===== src/rtl/mc_controller.sv =====
// rtl/mc_controller.sv - multicycle ARM-subset control unit
// Moore FSM plus instruction decode, condition check and NZCV flags register.
module mc_controller #(
   parameter int ALUCTRL_W     = 3,
   parameter bit MEM_HANDSHAKE = 1'b1
) (
   input  logic                 clk,
   input  logic                 reset,
   input  logic [19:0]          Instr,
   input  logic [3:0]           ALUFlags,
   input  logic                 MemReady,
   output logic                 PCWrite,
   output logic                 AdrSrc,
   output logic                 MemWrite,
   output logic                 IRWrite,
   output logic [1:0]           ResultSrc,
   output logic                 ALUSrcA,
   output logic [1:0]           ALUSrcB,
   output logic [1:0]           RegSrc,
   output logic [1:0]           ImmSrc,
   output logic                 RegWrite,
   output logic [ALUCTRL_W-1:0] ALUControl,
   output logic [3:0]           State
);

   typedef enum logic [3:0] {
      S_FETCH = 4'd0, S_DECODE = 4'd1, S_MEMADR = 4'd2, S_MEMRD = 4'd3,
      S_MEMWB = 4'd4, S_MEMWR = 4'd5, S_EXECR = 4'd6, S_EXECI = 4'd7,
      S_ALUWB = 4'd8, S_BRANCH = 4'd9, S_UNKNOWN = 4'd10
   } state_t;

   state_t      state;
   logic [3:0]  flags;

   logic [3:0]  cond;
   logic [1:0]  op;
   logic        ibit;
   logic [3:0]  cmd;
   logic        sbit;
   logic [3:0]  rd;
   logic        unused_rn;

   assign cond      = Instr[19:16];
   assign op        = Instr[15:14];
   assign ibit      = Instr[13];
   assign cmd       = Instr[12:9];
   assign sbit      = Instr[8];
   assign unused_rn = ^Instr[7:4];
   assign rd        = Instr[3:0];

   logic [2:0]  alu_code;
   logic        no_write;
   logic        arith;
   logic [1:0]  flag_w;
   logic        cond_ex;
   logic        mem_ok;
   logic        rd_not_pc;

   always_comb begin
      alu_code = 3'd0;
      no_write = 1'b0;
      arith    = 1'b0;
      case (cmd)
         4'b0100: begin alu_code = 3'd0; arith = 1'b1; end
         4'b0010: begin alu_code = 3'd1; arith = 1'b1; end
         4'b0000: alu_code = 3'd2;
         4'b1100: alu_code = 3'd3;
         4'b0001: alu_code = 3'd4;
         4'b1010: begin alu_code = 3'd1; arith = 1'b1; no_write = 1'b1; end
         default: begin alu_code = 3'd0; no_write = 1'b1; end
      endcase
   end

   assign flag_w = {sbit, sbit & arith};

   // flags = {N,Z,C,V}
   always_comb begin
      cond_ex = 1'b0;
      case (cond)
         4'b0000: cond_ex = flags[2];
         4'b0001: cond_ex = ~flags[2];
         4'b0010: cond_ex = flags[1];
         4'b0011: cond_ex = ~flags[1];
         4'b0100: cond_ex = flags[3];
         4'b0101: cond_ex = ~flags[3];
         4'b0110: cond_ex = flags[0];
         4'b0111: cond_ex = ~flags[0];
         4'b1000: cond_ex = flags[1] & ~flags[2];
         4'b1001: cond_ex = ~flags[1] | flags[2];
         4'b1010: cond_ex = (flags[3] == flags[0]);
         4'b1011: cond_ex = (flags[3] != flags[0]);
         4'b1100: cond_ex = ~flags[2] & (flags[3] == flags[0]);
         4'b1101: cond_ex = flags[2] | (flags[3] != flags[0]);
         4'b1110: cond_ex = 1'b1;
         default: cond_ex = 1'b0;
      endcase
   end

   assign mem_ok    = MEM_HANDSHAKE ? MemReady : 1'b1;
   assign rd_not_pc = (rd != 4'd15);

   always_ff @(posedge clk or posedge reset) begin
      if (reset) begin
         state <= S_FETCH;
         flags <= 4'b0000;
      end else begin
         case (state)
            S_FETCH:  state <= mem_ok ? S_DECODE : S_FETCH;
            S_DECODE: begin
               case (op)
                  2'b00:   state <= ibit ? S_EXECI : S_EXECR;
                  2'b01:   state <= S_MEMADR;
                  2'b10:   state <= S_BRANCH;
                  default: state <= S_UNKNOWN;
               endcase
            end
            S_MEMADR: state <= sbit ? S_MEMRD : S_MEMWR;
            S_MEMRD:  state <= mem_ok ? S_MEMWB : S_MEMRD;
            S_MEMWR:  state <= mem_ok ? S_FETCH : S_MEMWR;
            S_EXECR,
            S_EXECI:  state <= S_ALUWB;
            default:  state <= S_FETCH;
         endcase
         if (state == S_ALUWB && cond_ex) begin
            if (flag_w[1]) flags[3:2] <= ALUFlags[3:2];
            if (flag_w[0]) flags[1:0] <= ALUFlags[1:0];
         end
      end
   end

   assign State  = state;
   assign RegSrc = {op == 2'b01, op == 2'b10};
   assign ImmSrc = op;

   always_comb begin
      PCWrite    = 1'b0;
      AdrSrc     = 1'b0;
      MemWrite   = 1'b0;
      IRWrite    = 1'b0;
      ResultSrc  = 2'b00;
      ALUSrcA    = 1'b0;
      ALUSrcB    = 2'b00;
      RegWrite   = 1'b0;
      ALUControl = '0;
      case (state)
         S_FETCH: begin
            IRWrite = 1'b1; ALUSrcA = 1'b1; ALUSrcB = 2'b10; ResultSrc = 2'b10;
            PCWrite = mem_ok;
         end
         S_DECODE: begin
            ALUSrcA = 1'b1; ALUSrcB = 2'b10; ResultSrc = 2'b10;
         end
         S_MEMADR: ALUSrcB = 2'b01;
         S_MEMRD:  AdrSrc = 1'b1;
         S_MEMWB: begin
            ResultSrc = 2'b01; RegWrite = cond_ex & rd_not_pc;
         end
         S_MEMWR: begin
            AdrSrc = 1'b1; MemWrite = cond_ex;
         end
         S_EXECR: ALUControl = ALUCTRL_W'(alu_code);
         S_EXECI: begin
            ALUSrcB = 2'b01; ALUControl = ALUCTRL_W'(alu_code);
         end
         S_ALUWB:  RegWrite = cond_ex & ~no_write & rd_not_pc;
         S_BRANCH: begin
            ALUSrcB = 2'b01; ResultSrc = 2'b10; PCWrite = cond_ex;
         end
         default: ;
      endcase
   end

endmodule


===== config.mk =====
export PLATFORM = sky130hd
export DESIGN_NAME = mc_controller
export DESIGN_NICKNAME = d
export VERILOG_FILES = /design/src/rtl/mc_controller.sv
export SDC_FILE = /design/constraint.sdc
export NUM_CORES = 1
export LEC_CHECK = 0
export ABC_AREA = 1
export CAP_MARGIN = 0
export CORE_ASPECT_RATIO = 1.5
export CORE_MARGIN = 3
export CORE_UTILIZATION = 35
export DETAILED_ROUTE_END_ITERATION = 6
export PLACE_DENSITY = 0.74
export SLEW_MARGIN = 20
export SYNTH_ARGS = -nofsm -noshare
export SYNTH_HDL_FRONTEND = slang
export SYNTH_SLANG_ARGS = --single-unit

===== constraint.sdc =====
create_clock -name clk -period 2 [get_ports clk]
set_clock_uncertainty 0.1 [all_clocks]
set_input_delay 0.4 -clock clk [delete_from_list [all_inputs] [get_ports clk]]
set_output_delay 0.4 -clock clk [all_outputs]
set_load 0.01 [all_outputs]

==> flow_summary.json, run 1 <==
{
  "worstSetupPathType": "flop to output pin",
  "critPathLaunch": "State[2]",
  "detail_route.wl_per_cell_um": 13.4,
  "async_flop_share": 1.00,
  "hold_path_class": "input pin to async pin",
  "syn_nets": 176,
  "worst_slack_ns": -0.0598,
  "met3WireLength_um": 248,
  "die_x_um": 46.6,
  "tightest_slew_ns": 0.369,
  "cp.arrival_ns": 1.56,
  "worst_path_max_delay_cell": "dfrtp_1",
  "synth_ff_type": "dfrtp_1",
  "wl_met1_mm": 1.19,
  "pwr_density_cell_mw_per_mm2": 1150,
  "ys_top_cells_by_count": "38 x nand2_1, 26 x inv_1, 23 x nor2_1",
  "multi_input_area_um2": 614,
  "path_common_cell": "buf_6",
  "rsz0062_at_grt": "true",
  "detailroute.via_count": 1323,
  "fp.dieArea_mm2": 0.00312,
  "power.leakage_nw": 0.841,
  "layoutNonFillerInstCount": 252,
  "clock-root-buffer": "clkbuf_4",
  "clk_latency_ns": 0.26,
  "r2r_slack_ns": 0.24,
  "start_util": 0.379,
  "top_layer_used": "met4",
  "synthCells": 149,
  "finalHoldViolations": 0,
  "synth-xor-area-share": 0,
  "cts_sinks": 8,
  "viasPerCell": 5.25,
  "antenna_left": 0,
  "cap_violations": 0,
  "synth_top_area_share": 0.231,
  "grt.total_usage": 0.225,
  "ctsHoldBuffers": 0,
  "synth.area.mux_share": 0,
  "clock_tree.buffer_depth": 2,
  "slew_headroom": 0.752,
  "dp_hpwl_mm": 2.47,
  "slowest_delay_ns": 0.43,
  "peakVddDrop_v": 0.00102,
  "cp-endpoint": "RegWrite",
  "final-setup-viol-count": 3,
  "grt_overflow_total": 0,
  "antenna_found_initial": 0,
  "fp.coreArea_mm2": 0.00229,
  "required_ns": 1.50,
  "numPlacedInstances": 239,
  "final_nets": 258,
  "io_buffers": 43,
  "reg2reg_from": "State[2]",
  "cp_top_family": "flip-flops",
  "p_total_mw": 1.90,
  "yosysWarnings": 0,
  "reg2reg_depth": 8,
  "grt_pass1_wl_mm": 5.22,
  "num_rows": 21,
  "yosysMostFrequentCell": "nand2_1",
  "synth_area_per_cell_um2": 5.81,
  "drc": 0,
  "path_cells": "buf_6 -> buf_6 -> nor3_4 -> o221ai_2 -> o211ai_1 -> nor2_1 -> buf_2",
  "path_clk_slew_ns": 0.06,
  "synth-compound-area-share": 0.142,
  "place_congestion": 0.904,
  "grt_max_degree": 9,
  "fin_crit_sh": 1.03,
  "path_buf_inv": 3,
  "maxSlewViolCount": 0,
  "seqCellArea_um2": 203,
  "place_ws_ns": -0.713,
  "die_h_um": 66.9,
  "fillCellCount": 182,
  "synth_seq_area_share": 0.231,
  "wirelength_mm": 3.39,
  "violations": "setup timing",
  "synthSimpleGateAreaFrac": 0.458,
  "cts-buffers-inserted": 3,
  "crit_path_end_kind": "output pin",
  "synth_edf_count": 0,
  "synth.largest_area_cell": "dfrtp_1",
  "status": "finished with violations",
  "final_layout_size_suffix_gt1_frac": 0.389,
  "grt_pass1_vias": 1334,
  "diodes": 0,
  "synthAdderAreaFrac": 0,
  "syn_to_final_growth_pct": 91.3,
  "syn-cell-area_um2": 866,
  "ys_top_cells_by_area": "dfrtp_1 23%, nand2_1 16%, inv_1 11%",
  "ios": 48,
  "critical_path_cell_count": 7,
  "min_period_ns": 2.06,
  "htree_levels": 1,
  "synth_cell_types": 29,
  "cp-start-kind": "flop",
  "ys_ff_latch": 8,
  "synth_top_family_by_area": "simple AND/OR/NAND/NOR gates",
  "wl_met2_mm": 1.86,
  "firstDrtPassIters": 5,
  "cts_tree": "yes",
  "dr.first_iter.drc_count": 23,
  "reg2reg_to": "flags[1]",
  "crit_fanout": 3,
  "max_clock_freq_ghz": 0.485
}
## report_power, final
group	internal [mW]	switching (mW)	total (mW)
clock network	0.0690	0.0592	0.128
registers	0.232	0.100	0.332
logic	0.725	0.717	1.44
total	1.03	0.877	1.90
## timing repair
action / in CTS / in global routing
endpoints found under the hold margin: 0 / 0
setup endpoints to repair: 16 / 12
pin swaps: 8 / 6
gates resized for setup: 73 / 16
setup buffers: 7 / 4
## registers in the layout, indices dropped and copies added (netlist names)
| signal | flops |
|---|---|
| State | 4 |
| flags | 4 |
## layout make-up
class	instances	area share
Sequential cell	8	0.122
Multi-Input combinational cell	107	0.371
Inverter	30	0.0680
Clock buffer	3	0.0136
Tap cell	23	0.0174
Timing Repair Buffer	81	0.408
## layer usage
metal | up-vias | global-route usage
met4 | 0 | 0.0796
li1 | 631 | -
met5 | - | 0
met3 | 14 | 0.0378
met2 | 61 | 0.433
met1 | 617 | 0.228
## cell families after synthesis
logic type | Yosys count
buffers and inverters | 34
flip-flops | 8
AO/OA/AOI/OAI | 19
AND/OR/NAND/NOR | 88
## cells in the final DEF, fill, tap and decap left out, types with 2 or more instances in the layout
cell,synthesis,final
a21oi_1,4,3
a21oi_2,1,2
buf_2,0,6
buf_4,3,36
buf_6,1,2
clkbuf_2,0,2
clkbuf_4,0,3
clkdlybuf4s15_1,0,4
clkdlybuf4s15_2,0,3
clkdlybuf4s50_1,0,19
dfrtp_1,8,6
dfrtp_2,0,2
dlygate4sd2_1,0,9
inv_1,26,23
inv_2,3,6
nand2_1,38,35
nand2_2,3,5
nand3_1,9,6
nand3_2,1,3
nand3b_1,2,2
nand4_1,3,3
nor2_1,23,14
nor2_2,2,10
nor2_4,1,2
nor3_1,4,2
nor3_4,0,2
o21ai_0,5,5
## how the worst min path moves through the flow
stage          startpoint        to  slack (ns)
2_1_floorplan       reset  State[0]        0.12
3_3_place_gp     flags[2]  flags[2]        0.44
3_5_place_dp     flags[2]  flags[2]        0.46
4_1_cts             reset  State[2]        0.29
5_1_grt             reset  State[2]        0.30
6_report            reset  State[2]        0.29
## through the flow
step	TNS, ns	instance area [µm²]	util	hold WS (ns)
after global placement	-3.75	1500	0.657	0.442
after CTS	-0.0752	1600	0.700	0.291
after detailed placement	-4.16	1500	0.657	0.461
after global routing	-0.660	1660	0.725	0.303
after floorplan	0	866	-	0.116
final	-0.158	1660	0.725	0.286
No activity file was read; power rests on OpenSTA's default activity.
==> run 2, diff against run 1 <==
- CTS_CLUSTER_SIZE: not set -> 25
==> results of run 2 <==
Same layout as run 1: the final DEF is identical, and so are final timing and power.
